===== config.mk =====
export PLATFORM = sky130hd
export DESIGN_NAME = dsp_simd_alu
export DESIGN_NICKNAME = d
export VERILOG_FILES = /design/src/rtl/dsp_simd_pkg.sv /design/src/rtl/dsp_simd_lane.sv /design/src/rtl/dsp_simd_alu.sv
export SDC_FILE = /design/constraint.sdc
export NUM_CORES = 1
export LEC_CHECK = 0
export CORE_MARGIN = 3
export CORE_UTILIZATION = 60
export DETAILED_ROUTE_END_ITERATION = 10
export PLACE_DENSITY = 0.84
export SYNTH_ARGS = -nofsm -noshare
export SYNTH_HDL_FRONTEND = slang
export SYNTH_SLANG_ARGS = --single-unit

===== constraint.sdc =====
create_clock -name clock -period 5.63 [get_ports clock]
set_input_delay 1.689 -clock clock [delete_from_list [all_inputs] [get_ports clock]]
set_output_delay 1.689 -clock clock [all_outputs]
set_load 0.05 [all_outputs]

===== src/rtl/dsp_simd_pkg.sv =====
// Shared types and limits for the SIMD add/sub/accumulate ALU.
package dsp_simd_pkg;

  localparam int unsigned DSP_MAX_WIDTH = 32'd48;

  typedef enum logic [1:0] {
    OP_ADD = 2'd0,
    OP_SUB = 2'd1,
    OP_ACC = 2'd2,
    OP_CLR = 2'd3
  } op_t;

endpackage


===== src/rtl/dsp_simd_lane.sv =====
// One SIMD lane: combinational add/sub/accumulate result plus its accumulator register.
module dsp_simd_lane
  import dsp_simd_pkg::*;
#(
  parameter int unsigned WIDTH = 32'd12
) (
  input  logic             clock,
  input  logic             reset,
  input  logic             advance_i,
  input  op_t              op_i,
  input  logic [WIDTH-1:0] a_i,
  input  logic [WIDTH-1:0] b_i,
  output logic [WIDTH-1:0] y_o,
  output logic             carry_o
);

  logic [WIDTH-1:0] acc_q;
  logic [WIDTH-1:0] acc_d;
  logic [WIDTH:0]   sum_s;

  // Lane arithmetic; bit WIDTH of the widened sum/difference is carry or borrow.
  always_comb begin
    sum_s   = {(WIDTH+1){1'b0}};
    y_o     = {WIDTH{1'b0}};
    carry_o = 1'b0;
    acc_d   = acc_q;
    case (op_i)
      OP_ADD: begin
        sum_s   = {1'b0, a_i} + {1'b0, b_i};
        y_o     = sum_s[WIDTH-1:0];
        carry_o = sum_s[WIDTH];
      end
      OP_SUB: begin
        sum_s   = {1'b0, a_i} - {1'b0, b_i};
        y_o     = sum_s[WIDTH-1:0];
        carry_o = sum_s[WIDTH];
      end
      OP_ACC: begin
        sum_s   = {1'b0, acc_q} + {1'b0, a_i};
        y_o     = sum_s[WIDTH-1:0];
        carry_o = sum_s[WIDTH];
        acc_d   = sum_s[WIDTH-1:0];
      end
      OP_CLR: begin
        acc_d = {WIDTH{1'b0}};
      end
      default: begin
        acc_d = acc_q;
      end
    endcase
  end

  // Accumulator commits only when its beat leaves the operand stage.
  always_ff @(posedge clock) begin
    if (!reset) begin
      acc_q <= {WIDTH{1'b0}};
    end else if (advance_i) begin
      acc_q <= acc_d;
    end else begin
      acc_q <= acc_q;
    end
  end

endmodule


===== src/rtl/dsp_simd_alu.sv =====
// Two-stage SIMD ALU (operand register, result register) with a global stall enable
// and per-lane accumulators; lanes are carry-isolated.
module dsp_simd_alu
  import dsp_simd_pkg::*;
#(
  parameter int unsigned WIDTH = 32'd12,
  parameter int unsigned LANES = 32'd4
) (
  input  logic                   clock,
  input  logic                   reset,
  input  logic                   in_valid,
  output logic                   in_ready,
  input  op_t                    op,
  input  logic [LANES*WIDTH-1:0] a,
  input  logic [LANES*WIDTH-1:0] b,
  output logic                   out_valid,
  input  logic                   out_ready,
  output logic [LANES*WIDTH-1:0] y,
  output logic [LANES-1:0]       carry
);

  localparam int unsigned DW = LANES * WIDTH;

  if (WIDTH < 32'd8 || WIDTH > DSP_MAX_WIDTH) begin : g_bad_width
    $error("dsp_simd_alu: WIDTH must be within 8..48");
  end
  if (LANES != 32'd1 && LANES != 32'd2 && LANES != 32'd4) begin : g_bad_lanes
    $error("dsp_simd_alu: LANES must be 1, 2 or 4");
  end
  if (DW > DSP_MAX_WIDTH) begin : g_bad_total
    $error("dsp_simd_alu: LANES*WIDTH exceeds the 48-bit DSP datapath");
  end

  logic             en_s;
  logic             advance_s;
  logic             s1_valid_q, s1_valid_d;
  op_t              s1_op_q, s1_op_d;
  logic [DW-1:0]    s1_a_q, s1_a_d;
  logic [DW-1:0]    s1_b_q, s1_b_d;
  logic             out_valid_q, out_valid_d;
  logic [DW-1:0]    y_q, y_d;
  logic [LANES-1:0] carry_q, carry_d;
  logic [DW-1:0]    lane_y_s;
  logic [LANES-1:0] lane_c_s;

  assign en_s      = out_ready | ~out_valid_q;
  assign advance_s = en_s & s1_valid_q;

  for (genvar g = 0; g < LANES; g++) begin : g_lane
    dsp_simd_lane #(.WIDTH(WIDTH)) u_lane (
      .clock     (clock),
      .reset     (reset),
      .advance_i (advance_s),
      .op_i      (s1_op_q),
      .a_i       (s1_a_q[g*WIDTH +: WIDTH]),
      .b_i       (s1_b_q[g*WIDTH +: WIDTH]),
      .y_o       (lane_y_s[g*WIDTH +: WIDTH]),
      .carry_o   (lane_c_s[g])
    );
  end

  // Next state for both stages; nothing moves while the output is stalled.
  always_comb begin
    s1_valid_d  = s1_valid_q;
    s1_op_d     = s1_op_q;
    s1_a_d      = s1_a_q;
    s1_b_d      = s1_b_q;
    out_valid_d = out_valid_q;
    y_d         = y_q;
    carry_d     = carry_q;
    if (en_s) begin
      s1_valid_d  = in_valid;
      out_valid_d = s1_valid_q;
      if (in_valid) begin
        s1_op_d = op;
        s1_a_d  = a;
        s1_b_d  = b;
      end else begin
        s1_op_d = s1_op_q;
      end
      if (s1_valid_q) begin
        y_d     = lane_y_s;
        carry_d = lane_c_s;
      end else begin
        y_d = y_q;
      end
    end else begin
      s1_valid_d = s1_valid_q;
    end
  end

  // Pipeline registers; the result register with en as clock enable is the DSP P register.
  always_ff @(posedge clock) begin
    if (!reset) begin
      s1_valid_q  <= 1'b0;
      s1_op_q     <= OP_ADD;
      s1_a_q      <= {DW{1'b0}};
      s1_b_q      <= {DW{1'b0}};
      out_valid_q <= 1'b0;
      y_q         <= {DW{1'b0}};
      carry_q     <= {LANES{1'b0}};
    end else begin
      s1_valid_q  <= s1_valid_d;
      s1_op_q     <= s1_op_d;
      s1_a_q      <= s1_a_d;
      s1_b_q      <= s1_b_d;
      out_valid_q <= out_valid_d;
      y_q         <= y_d;
      carry_q     <= carry_d;
    end
  end

  assign in_ready  = en_s;
  assign out_valid = out_valid_q;
  assign y         = y_q;
  assign carry     = carry_q;

endmodule


==> impl_metrics.env, run 1 <==
export IMPL_timing_fmax_mhz=206
export IMPL_synth_ff_latch_count=200
export IMPL_setup_violations=0
export IMPL_die_h_um=160
export IMPL_grtUsageTotal=0.299
export IMPL_dp_cells=2188
export IMPL_yosys_area_share_simple=0.193
export IMPL_r2r_start="s1_op_q[0]"
export IMPL_synthFlopType="dfxtp_1"
export IMPL_path_common_cell="clkdlybuf4s50_1"
export IMPL_antenna_cells=0
export IMPL_crit_type="input port to output pin"
export IMPL_via_per_inst=6.03
export IMPL_root_buffer="clkbuf_16"
export IMPL_grt_ovfl_total=0
export IMPL_vias=13400
export IMPL_worstHoldEndpoint="y[23]"
export IMPL_synthMuxAreaShare=0.0107
export IMPL_power_share_combinational=0.246
export IMPL_dpl_cell_area_mm2=0.0159
export IMPL_fp_coreArea_mm2=0.0231
export IMPL_cp_required_ns=3.94
export IMPL_grt_max_degree=110
export IMPL_synth_compound_area_frac=0.273
export IMPL_fin_crit_ns=4.84
export IMPL_portBuffers=155
export IMPL_post_cts_buffers=0
export IMPL_dp_hpwl_um=28500
export IMPL_initial_core_util=0.621
export IMPL_finalWirelength_um=39700
export IMPL_synth_cells=1808
export IMPL_synth_edf_count=0
export IMPL_numCtsBuffers=17
export IMPL_insertion_delay_ns=0.45
export IMPL_slew_viol_final=0
export IMPL_critPathMaxStageDelay_ns=0.71
export IMPL_cts_sinks=200
export IMPL_routedWlPerCell_um=17.9
export IMPL_netlist_area_mm2=0.0143
export IMPL_hold_class="flip-flop to flip-flop"
export IMPL_yosysWarnings=0
export IMPL_drtPass1Iterations=5
export IMPL_syn_nets=2066
export IMPL_path_clk_slew_ns=0.07
export IMPL_syn_to_final_growth_pct=15.2
export IMPL_hold_start="y[23]"
export IMPL_layout_nets=2152
export IMPL_num_io_pins=156
export IMPL_holdPathStages=2
export IMPL_rsz0062_at_grt="no"
export IMPL_power_switching_mw=1.22
export IMPL_ys_seq_area_frac=0.280
export IMPL_cp_slowest_cell="clkdlybuf4s50_1"
export IMPL_grt_pass1_wl_um=64200
export IMPL_cp_max_fo=5
export IMPL_final_area_mm2=0.0165
export IMPL_intPower_mw=2.54
export IMPL_die_area_mm2=0.0257
export IMPL_synth_xor_area_frac=0.0392
export IMPL_ant_nets=0
export IMPL_ir_worst_vdd_uv=185
export IMPL_num_rows=55
export IMPL_synthAdderAreaFrac=0.143
export IMPL_power_clock_fraction=0.340
export IMPL_layout_cells_non_filler=2220
export IMPL_remaining_drc_errors=0
export IMPL_critPathArrivalTime_ns=3.16
export IMPL_gp_congestion=0.928
export IMPL_fin_tns_setup_ns=0
export IMPL_post_route_util=0.715
export IMPL_die_w_um=160
export IMPL_post_route_period_util=0.860
export IMPL_ys_types=84
export IMPL_crit_chain="clkdlybuf4s50_1, nor2b_1, inv_2, clkdlybuf4s50_1"
export IMPL_layout_drive_gt1_share=0.0435
export IMPL_finalClockSkew_ns=0.0136
export IMPL_cts_max_level=4
export IMPL_drt_first_iter_violations=1306
export IMPL_cts_tree="yes"
export IMPL_endpoint_kind="output pin"
export IMPL_mostFrequentLayoutCell="nand2_1"
export IMPL_slew_headroom=0.290
export IMPL_grt_pass1_vias=12500
export IMPL_cp_start_kind="input port"
export IMPL_pwr_share_seq=0.414
export IMPL_synth_top_family_by_area="compound AO/OA/AOI/OAI gates"
export IMPL_swShare=0.324
export IMPL_tightest_slew_ns=1.06
export IMPL_reg2reg_depth=7
export IMPL_cts_hold_buf=0
export IMPL_avgSynthCellArea_um2=7.91
export IMPL_r2r_end="carry[1]"
export IMPL_hold_viol_final=0
export IMPL_status="finished clean"
export IMPL_final_cell_mix="304 x nand2_1, 199 x dfxtp_1, 154 x clkdlybuf4s50_1"
export IMPL_antenna_found_initial=0
export IMPL_r2r_slack_ns=2.59
export IMPL_worstSetupStartpoint="out_ready"
export IMPL_synth_async_reset_ratio=0
export IMPL_drv_cap=0
export IMPL_ctsResizeCount=0
export IMPL_leakagePower_nw=6.79
export IMPL_clk_path_buf_depth=2
export IMPL_powerDensity_mw_per_mm2=228
## area by class of cell
class,instances,area (µm²)
sequential,200,4010
clock inverter,13,140
tap,313,392
timing repair buffer,168,1660
clock buffer,19,453
fill,1856,6570
multi-input combinational,1399,9430
inverter,108,405
## state kept, by name, indices dropped and copies added (netlist names)
signal	cells
carry	4
g_lane.u_lane.acc_q	48
out_valid	1
s1_a_q	48
s1_b_q	48
s1_op_q	2
s1_valid_q	1
y	48
## routing by layer
layer | global-route usage | part of all wire
met1 | 0.409 | 0.45
met2 | 0.489 | 0.45
met3 | 0.0428 | 0.069
met4 | 0.0935 | 0.026
met5 | 0 | 0
## synth_stat cells, types with 11 or more instances
library cell,number,area share
nand2_1,306,0.080
dfxtp_1,200,0.28
ha_1,144,0.13
a21boi_0,114,0.060
a21oi_1,111,0.039
inv_1,104,0.027
o21ai_0,86,0.030
nor2_1,76,0.020
clkbuf_1,59,0.015
nor2b_1,57,0.025
xnor2_1,41,0.025
nor3_1,30,0.010
a22oi_1,29,0.015
nand3_1,29,0.010
nand2b_1,28,0.012
and2_1,23,0.010
buf_2,23,0.0080
xor2_1,23,0.014
o21a_1,21,0.011
o31ai_1,18,0.0094
a211oi_1,17,0.0089
a21o_1,17,0.0089
mux2i_1,13,0.0091
a31oi_1,12,0.0052
fa_1,12,0.017
o211ai_1,12,0.0063
o21ai_1,12,0.0042
o21bai_1,12,0.0063
or3_1,11,0.0048
## cells by family (layout without fill, tap and decap cells)
group / Yosys count / in the layout
AO/OA/AOI/OAI: 564 / 564
XOR/XNOR: 64 / 64
adder cells (fa/ha/maj): 156 / 156
buffers and inverters: 209 / 308
flip-flops: 200 / 200
multiplexers: 15 / 15
AND/OR/NAND/NOR: 600 / 600
## stage by stage
stage	setup WS, ns	total power, mW	hold slack (ns)
after floorplan	1.90	2.21	0.448
after global placement	0.829	2.47	0.456
after detailed placement	0.781	2.50	0.460
after CTS	0.774	3.75	0.470
after global routing	0.745	3.91	0.496
final	0.786	3.76	0.473
## worst max-delay path, delay by kind of cell
family,cells,cell delay (ns)
and+or+nand+nor,1,0.25
buffers and inverters,3,1.22
## power groups by stage
stage / clock [mW] / sequential (mW) / combinational, mW
finish: 1.28 / 1.56 / 0.925
global route: 1.34 / 1.57 / 1.01
CTS: 1.28 / 1.56 / 0.915
detailed placement: 0 / 1.59 / 0.907
global placement: 0 / 1.59 / 0.887
floorplan: 0 / 1.64 / 0.572
## how the worst max path moves through the flow
stage	end	slack, ns	cells after the start
after global routing	in_ready	0.74	4
after floorplan	in_ready	1.90	2
after detailed placement	in_ready	0.78	4
after CTS	in_ready	0.77	4
final	in_ready	0.79	4
after global placement	in_ready	0.83	4
No activity file was read; power rests on OpenSTA's default activity.
==> run 2: changes to the inputs <==
--- a/config.mk
+++ b/config.mk
@@ -5,10 +5,12 @@
 export SDC_FILE = /design/constraint.sdc
 export NUM_CORES = 1
 export LEC_CHECK = 0
+export ABC_AREA = 1
+export ABC_CLOCK_PERIOD_IN_PS = 5630
 export CORE_MARGIN = 3
 export CORE_UTILIZATION = 60
 export DETAILED_ROUTE_END_ITERATION = 10
-export PLACE_DENSITY = 0.84
+export PLACE_DENSITY = 0.83
 export SYNTH_ARGS = -nofsm -noshare
 export SYNTH_HDL_FRONTEND = slang
 export SYNTH_SLANG_ARGS = --single-unit
==> constraint.sdc (replaced) <==
create_clock -name clock -period 5.63 [get_ports clock]
set_input_delay 1.689 -clock clock [delete_from_list [all_inputs] [get_ports clock]]
set_output_delay 1.689 -clock clock [all_outputs]
set_load 0.1 [all_outputs]
==> impl_metrics.env, run 2 <==
export IMPL_synth_ff_latch_count=200
export IMPL_hold_viol_final=0
export IMPL_syn_nets=2800
export IMPL_routedWlPerCell_um=16.4
export IMPL_synth_async_reset_ratio=0
export IMPL_cts_hold_buf=0
export IMPL_ys_types=40
export IMPL_netlist_area_leader_share=0.255
export IMPL_initial_core_util=0.616
export IMPL_grt_pass1_vias=16000
export IMPL_setup_violations=0
export IMPL_mostFrequentLayoutCell="nand2_1"
export IMPL_tightest_slew_ns=1.13
export IMPL_power_share_combinational=0.333
export IMPL_finalClockSkew_ns=0.0183
export IMPL_die_h_um=168
export IMPL_synthAdderAreaFrac=0.130
export IMPL_cts_sinks=200
export IMPL_fp_coreArea_mm2=0.0255
export IMPL_pwr_share_seq=0.368
export IMPL_synth_edf_count=0
export IMPL_synth_compound_area_frac=0.138
export IMPL_root_buffer="clkbuf_16"
export IMPL_portBuffers=155
export IMPL_cp_start_kind="input port"
export IMPL_drt_first_iter_violations=1592
export IMPL_ant_nets=0
export IMPL_antenna_cells=0
export IMPL_hold_class="flip-flop to flip-flop"
export IMPL_cp_required_ns=3.94
export IMPL_synthTopCellsByCount="709 x nand2_1, 306 x inv_1, 255 x nand3_1"
export IMPL_dp_cells=2928
export IMPL_layout_nets=2875
export IMPL_drv_cap=0
export IMPL_grt_ovfl_total=0
export IMPL_fin_crit_ns=4.37
export IMPL_synth_top_family_by_area="simple AND/OR/NAND/NOR gates"
export IMPL_path_clk_slew_ns=0.07
export IMPL_grt_max_degree=100
export IMPL_leakagePower_nw=8.67
export IMPL_synthFlopType="dfxtp_1"
export IMPL_die_area_mm2=0.0281
export IMPL_power_switching_mw=1.71
export IMPL_cts_max_level=4
export IMPL_ctsResizeCount=0
export IMPL_slew_headroom=0.249
export IMPL_synth_xor_area_frac=0.00112
export IMPL_netlist_area_mm2=0.0157
export IMPL_syn_to_final_growth_pct=13.2
export IMPL_power_clock_fraction=0.299
export IMPL_numCtsBuffers=17
export IMPL_antenna_found_initial=0
export IMPL_num_rows=58
export IMPL_rsz0062_at_grt="no"
export IMPL_p_total_mw=4.30
export IMPL_endpoint_kind="output pin"
export IMPL_layout_drive_gt1_share=0.0316
export IMPL_drtPass1Iterations=7
export IMPL_fin_tns_setup_ns=0
export IMPL_grt_pass1_wl_um=77500
export IMPL_clk_path_buf_depth=2
export IMPL_ir_worst_vdd_uv=201
export IMPL_fillers=2328
export IMPL_swShare=0.398
export IMPL_yosysWarnings=0
export IMPL_status="finished clean"
export IMPL_intPower_mw=2.58
export IMPL_yosysTopAreaCell="dfxtp_1"
export IMPL_synthMuxAreaShare=0
export IMPL_gp_congestion=0.952
export IMPL_critPathArrivalTime_ns=2.69
export IMPL_worst_hold_slack_ns=0.466
export IMPL_yosys_area_share_simple=0.364
export IMPL_finalWirelength_um=48500
export IMPL_multiInputGateArea_mm2=0.00995
export IMPL_synth_most_common_cell="nand2_1"
export IMPL_slew_viol_final=0
export IMPL_synth_area_leaders="dfxtp_1 26%, nand2_1 17%, ha_1 11%, nand3_1 8.1%, a21oi_1 7.6%"
export IMPL_ys_seq_area_frac=0.255
export IMPL_insertion_delay_ns=0.45
export IMPL_post_route_period_util=0.777
export IMPL_layout_cells_non_filler=2960
export IMPL_cts_tree="yes"
export IMPL_crit_type="input port to output pin"
export IMPL_vias=17000
export IMPL_cp_max_fo=3
export IMPL_dp_hpwl_um=35600
export IMPL_register_area_mm2=0.00400
export IMPL_timing_fmax_mhz=229
export IMPL_avgSynthCellArea_um2=6.17
export IMPL_num_io_pins=156
export IMPL_die_w_um=168
export IMPL_final_cell_mix="709 x nand2_1, 305 x inv_1, 255 x nand3_1"
export IMPL_grtUsageTotal=0.332
export IMPL_via_per_inst=5.74
export IMPL_powerDensity_mw_per_mm2=242
export IMPL_remaining_drc_errors=0
export IMPL_synth_cells=2542
export IMPL_post_cts_buffers=0
[run 2: cell types whose count changed after synthesis, moves of 26 or more]
cell / previous run / this run
nand2_1: 306 / 709
nand3_1: 29 / 255
inv_1: 104 / 306
nor2_1: 76 / 242
a21oi_1: 111 / 238
a21boi_0: 114 / 0
nand4_1: 6 / 76
nor2b_1: 57 / 0
o21ai_0: 86 / 136
xnor2_1: 41 / 0
a22oi_1: 29 / 0
nand2b_1: 28 / 0
buf_2: 23 / 49
clkbuf_1: 59 / 33
[run 2: area by class of cell]
type,instances,area share
clock buffers,17,0.0239
clock inverters,15,0.00873
inverters,317,0.0670
multi-input cells,1915,0.560
flip-flops and latches,200,0.225
well taps,330,0.0232
repair buffers,166,0.0916
[run 2: per-layer routing]
metal,up-vias,part of all wire,GRT usage
li1,8421,-,-
met1,7754,0.42,0.428
met2,710,0.47,0.568
met3,116,0.076,0.0503
met4,0,0.032,0.116
met5,-,0,0
[run 2: worst paths after layout]
check / startpoint / endpoint / cells past startpoint / slack (ns)
max: out_ready / in_ready / 4 / 1.26
min: y[39] / y[39] / 2 / 0.47
max reg2reg: s1_op_q[1] / y[5] / 7 / 2.95
min reg2reg: y[39] / y[39] / 2 / 0.47
[run 2: through the flow]
step,utilization,setup slack [ns],area (µm²)
after CTS,0.697,1.25,17800
final,0.697,1.26,17800
after global routing,0.697,1.21,17800
after detailed placement,0.675,1.24,17200
after global placement,0.675,1.27,17200
after floorplan,-,1.59,15700
[run 2: cells by family (layout without fill, tap and decap cells)]
group / count (synthesis) / after routing
AND/OR/NAND/NOR: 1338 / 1338
buffers and inverters: 427 / 515
AO/OA/AOI/OAI: 419 / 419
flip-flops: 200 / 200
adder cells (fa/ha/maj): 156 / 156
XOR/XNOR: 2 / 2
[run 2: power by group through the flow]
stage	combinational [mW]	sequential, mW	clock (mW)
3_5_place_dp	1.39	1.61	0
3_3_place_gp	1.37	1.61	0
2_1_floorplan	0.878	1.75	0
6_report	1.43	1.58	1.28
4_1_cts	1.40	1.58	1.29
5_1_grt	1.57	1.59	1.34
[run 2: critical path: stages]
cell	delay (ns)
clkdlybuf4s50_1	0.41
nor2_2	0.20
inv_1	0.13
buf_4	0.25
==> run 3: changes to the inputs <==
--- a/config.mk
+++ b/config.mk
@@ -6,11 +6,11 @@
 export NUM_CORES = 1
 export LEC_CHECK = 0
 export ABC_AREA = 1
-export ABC_CLOCK_PERIOD_IN_PS = 5630
+export ABC_CLOCK_PERIOD_IN_PS = 4000
 export CORE_MARGIN = 3
-export CORE_UTILIZATION = 60
+export CORE_UTILIZATION = 53
 export DETAILED_ROUTE_END_ITERATION = 10
-export PLACE_DENSITY = 0.83
+export PLACE_DENSITY = 0.78
 export SYNTH_ARGS = -nofsm -noshare
 export SYNTH_HDL_FRONTEND = slang
 export SYNTH_SLANG_ARGS = --single-unit
==> constraint.sdc (replaced) <==
create_clock -name clock -period 4 [get_ports clock]
set_input_delay 1.2 -clock clock [delete_from_list [all_inputs] [get_ports clock]]
set_output_delay 1.2 -clock clock [all_outputs]
set_load 0.1 [all_outputs]
==> impl_metrics.env, run 3 (synthesis gave the netlist of run 2 again) <==
export IMPL_status="finished clean"
export IMPL_antenna_found_initial=0
export IMPL_grt_max_degree=101
export IMPL_dp_hpwl_um=35600
export IMPL_ir_worst_vdd_uv=304
export IMPL_powerDensity_mw_per_mm2=334
export IMPL_numCtsBuffers=17
export IMPL_drv_cap=0
export IMPL_leakagePower_nw=8.71
export IMPL_cp_max_fo=3
export IMPL_grtUsageTotal=0.304
export IMPL_die_h_um=178
export IMPL_grt_ovfl_total=0
export IMPL_drtPass1Iterations=7
export IMPL_finalWirelength_um=48500
export IMPL_dr_max_layer_used="met4"
export IMPL_fp_coreArea_mm2=0.0289
export IMPL_crit_type="input port to output pin"
export IMPL_num_rows=62
export IMPL_critPathArrivalTime_ns=2.15
export IMPL_insertion_delay_ns=0.45
export IMPL_die_area_mm2=0.0317
export IMPL_multiInputGateArea_mm2=0.00995
export IMPL_antenna_cells=0
export IMPL_wl_met2_um=22800
export IMPL_rsz0062_at_grt="no"
export IMPL_final_cell_mix="709 x nand2_1, 305 x inv_1, 255 x nand3_1"
export IMPL_hold_viol_final=0
export IMPL_dr_wl_met3_um=2870
export IMPL_fillers=2788
export IMPL_register_area_mm2=0.00400
export IMPL_grt_pass1_vias=15900
export IMPL_setup_violations=0
export IMPL_initial_core_util=0.542
export IMPL_num_io_pins=156
export IMPL_hold_class="flip-flop to flip-flop"
export IMPL_syn_to_final_growth_pct=14.3
export IMPL_cp_required_ns=2.80
export IMPL_clk_path_buf_depth=2
export IMPL_grt_pass1_wl_um=78100
export IMPL_post_route_period_util=0.837
export IMPL_portBuffers=155
export IMPL_post_route_util=0.620
export IMPL_slew_headroom=0.326
export IMPL_gp_congestion=0.928
export IMPL_remaining_drc_errors=0
export IMPL_finalClockSkew_ns=0.0108
export IMPL_layout_drive_gt1_share=0.0334
export IMPL_ctsResizeCount=0
export IMPL_fin_crit_ns=3.35
export IMPL_mostFrequentLayoutCell="nand2_1"
export IMPL_fin_tns_setup_ns=0
export IMPL_timing_fmax_mhz=299
export IMPL_cts_tree="yes"
export IMPL_tightest_slew_ns=1.01
export IMPL_vias=16700
export IMPL_root_buffer="clkbuf_16"
export IMPL_path_clk_slew_ns=0.08
export IMPL_via_per_inst=5.52
export IMPL_endpoint_kind="output pin"
export IMPL_cts_hold_buf=0
export IMPL_layout_nets=2880
export IMPL_drt_first_iter_violations=1232
export IMPL_cts_sinks=200
export IMPL_post_cts_buffers=0
export IMPL_slew_viol_final=0
export IMPL_cts_max_level=4
export IMPL_routedWlPerCell_um=16.1
export IMPL_m1WireLength_um=21600
export IMPL_die_w_um=178
export IMPL_cp_start_kind="input port"
export IMPL_ant_nets=0
-- run 3: changes by cell type in the layout (fill, tap and decap cells not counted), sizes merged --
cell | previous run | this run
clkbuf | 17 | 19
buf | 13 | 19
inv | 326 | 323
clkinv | 5 | 6
clkdlybuf4s50 | 153 | 152
-- run 3: final timing paths --
| path | cells after the start | endpoint | slack (ns) | startpoint |
|---|---|---|---|---|
| worst max-delay path | 4 | in_ready | 0.65 | out_ready |
| worst max register to register | 11 | y[46] | 1.76 | s1_a_q[41] |
| worst min register to register | 2 | y[28] | 0.47 | y[28] |
| worst min-delay path | 2 | y[28] | 0.47 | y[28] |
-- run 3: final cells by class --
class,count,area share
Sequential cell,200,0.223
Timing Repair Buffer,171,0.0962
Clock buffer,19,0.0247
Inverter,317,0.0664
Tap cell,384,0.0268
Clock inverter,13,0.00740
Multi-Input combinational cell,1915,0.555
-- run 3: routing by layer --
layer | vias to the layer above | GRT usage
li1 | 8430 | -
met3 | 95 | 0.0475
met4 | 0 | 0.0916
met2 | 521 | 0.527
met5 | - | 0
met1 | 7608 | 0.390
-- run 3: worst max-delay path, cell delays in order --
cell,delay (ns)
clkdlybuf4s50_1,0.41
nor2_2,0.20
inv_1,0.15
buf_12,0.19
-- run 3: metrics by stage --
step	cell area, µm²	total power, mW	cells	setup slack (ns)	hold WS [ns]
floorplan	15700	3.70	2542	0.940	0.443
global placement	17400	4.21	2987	0.638	0.452
detailed placement	17400	4.24	2987	0.644	0.456
CTS	17900	5.99	3019	0.643	0.468
global route	17900	6.32	3019	0.579	0.481
finish	17900	5.98	3019	0.651	0.466
-- run 3: power by group --
group | switching (mW) | internal, mW | leakage (nW) | total, mW
logic | 1.36 | 0.648 | 6.78 | 2.01
clock network | 0.854 | 0.896 | 0.287 | 1.75
registers | 0.118 | 2.11 | 1.64 | 2.23
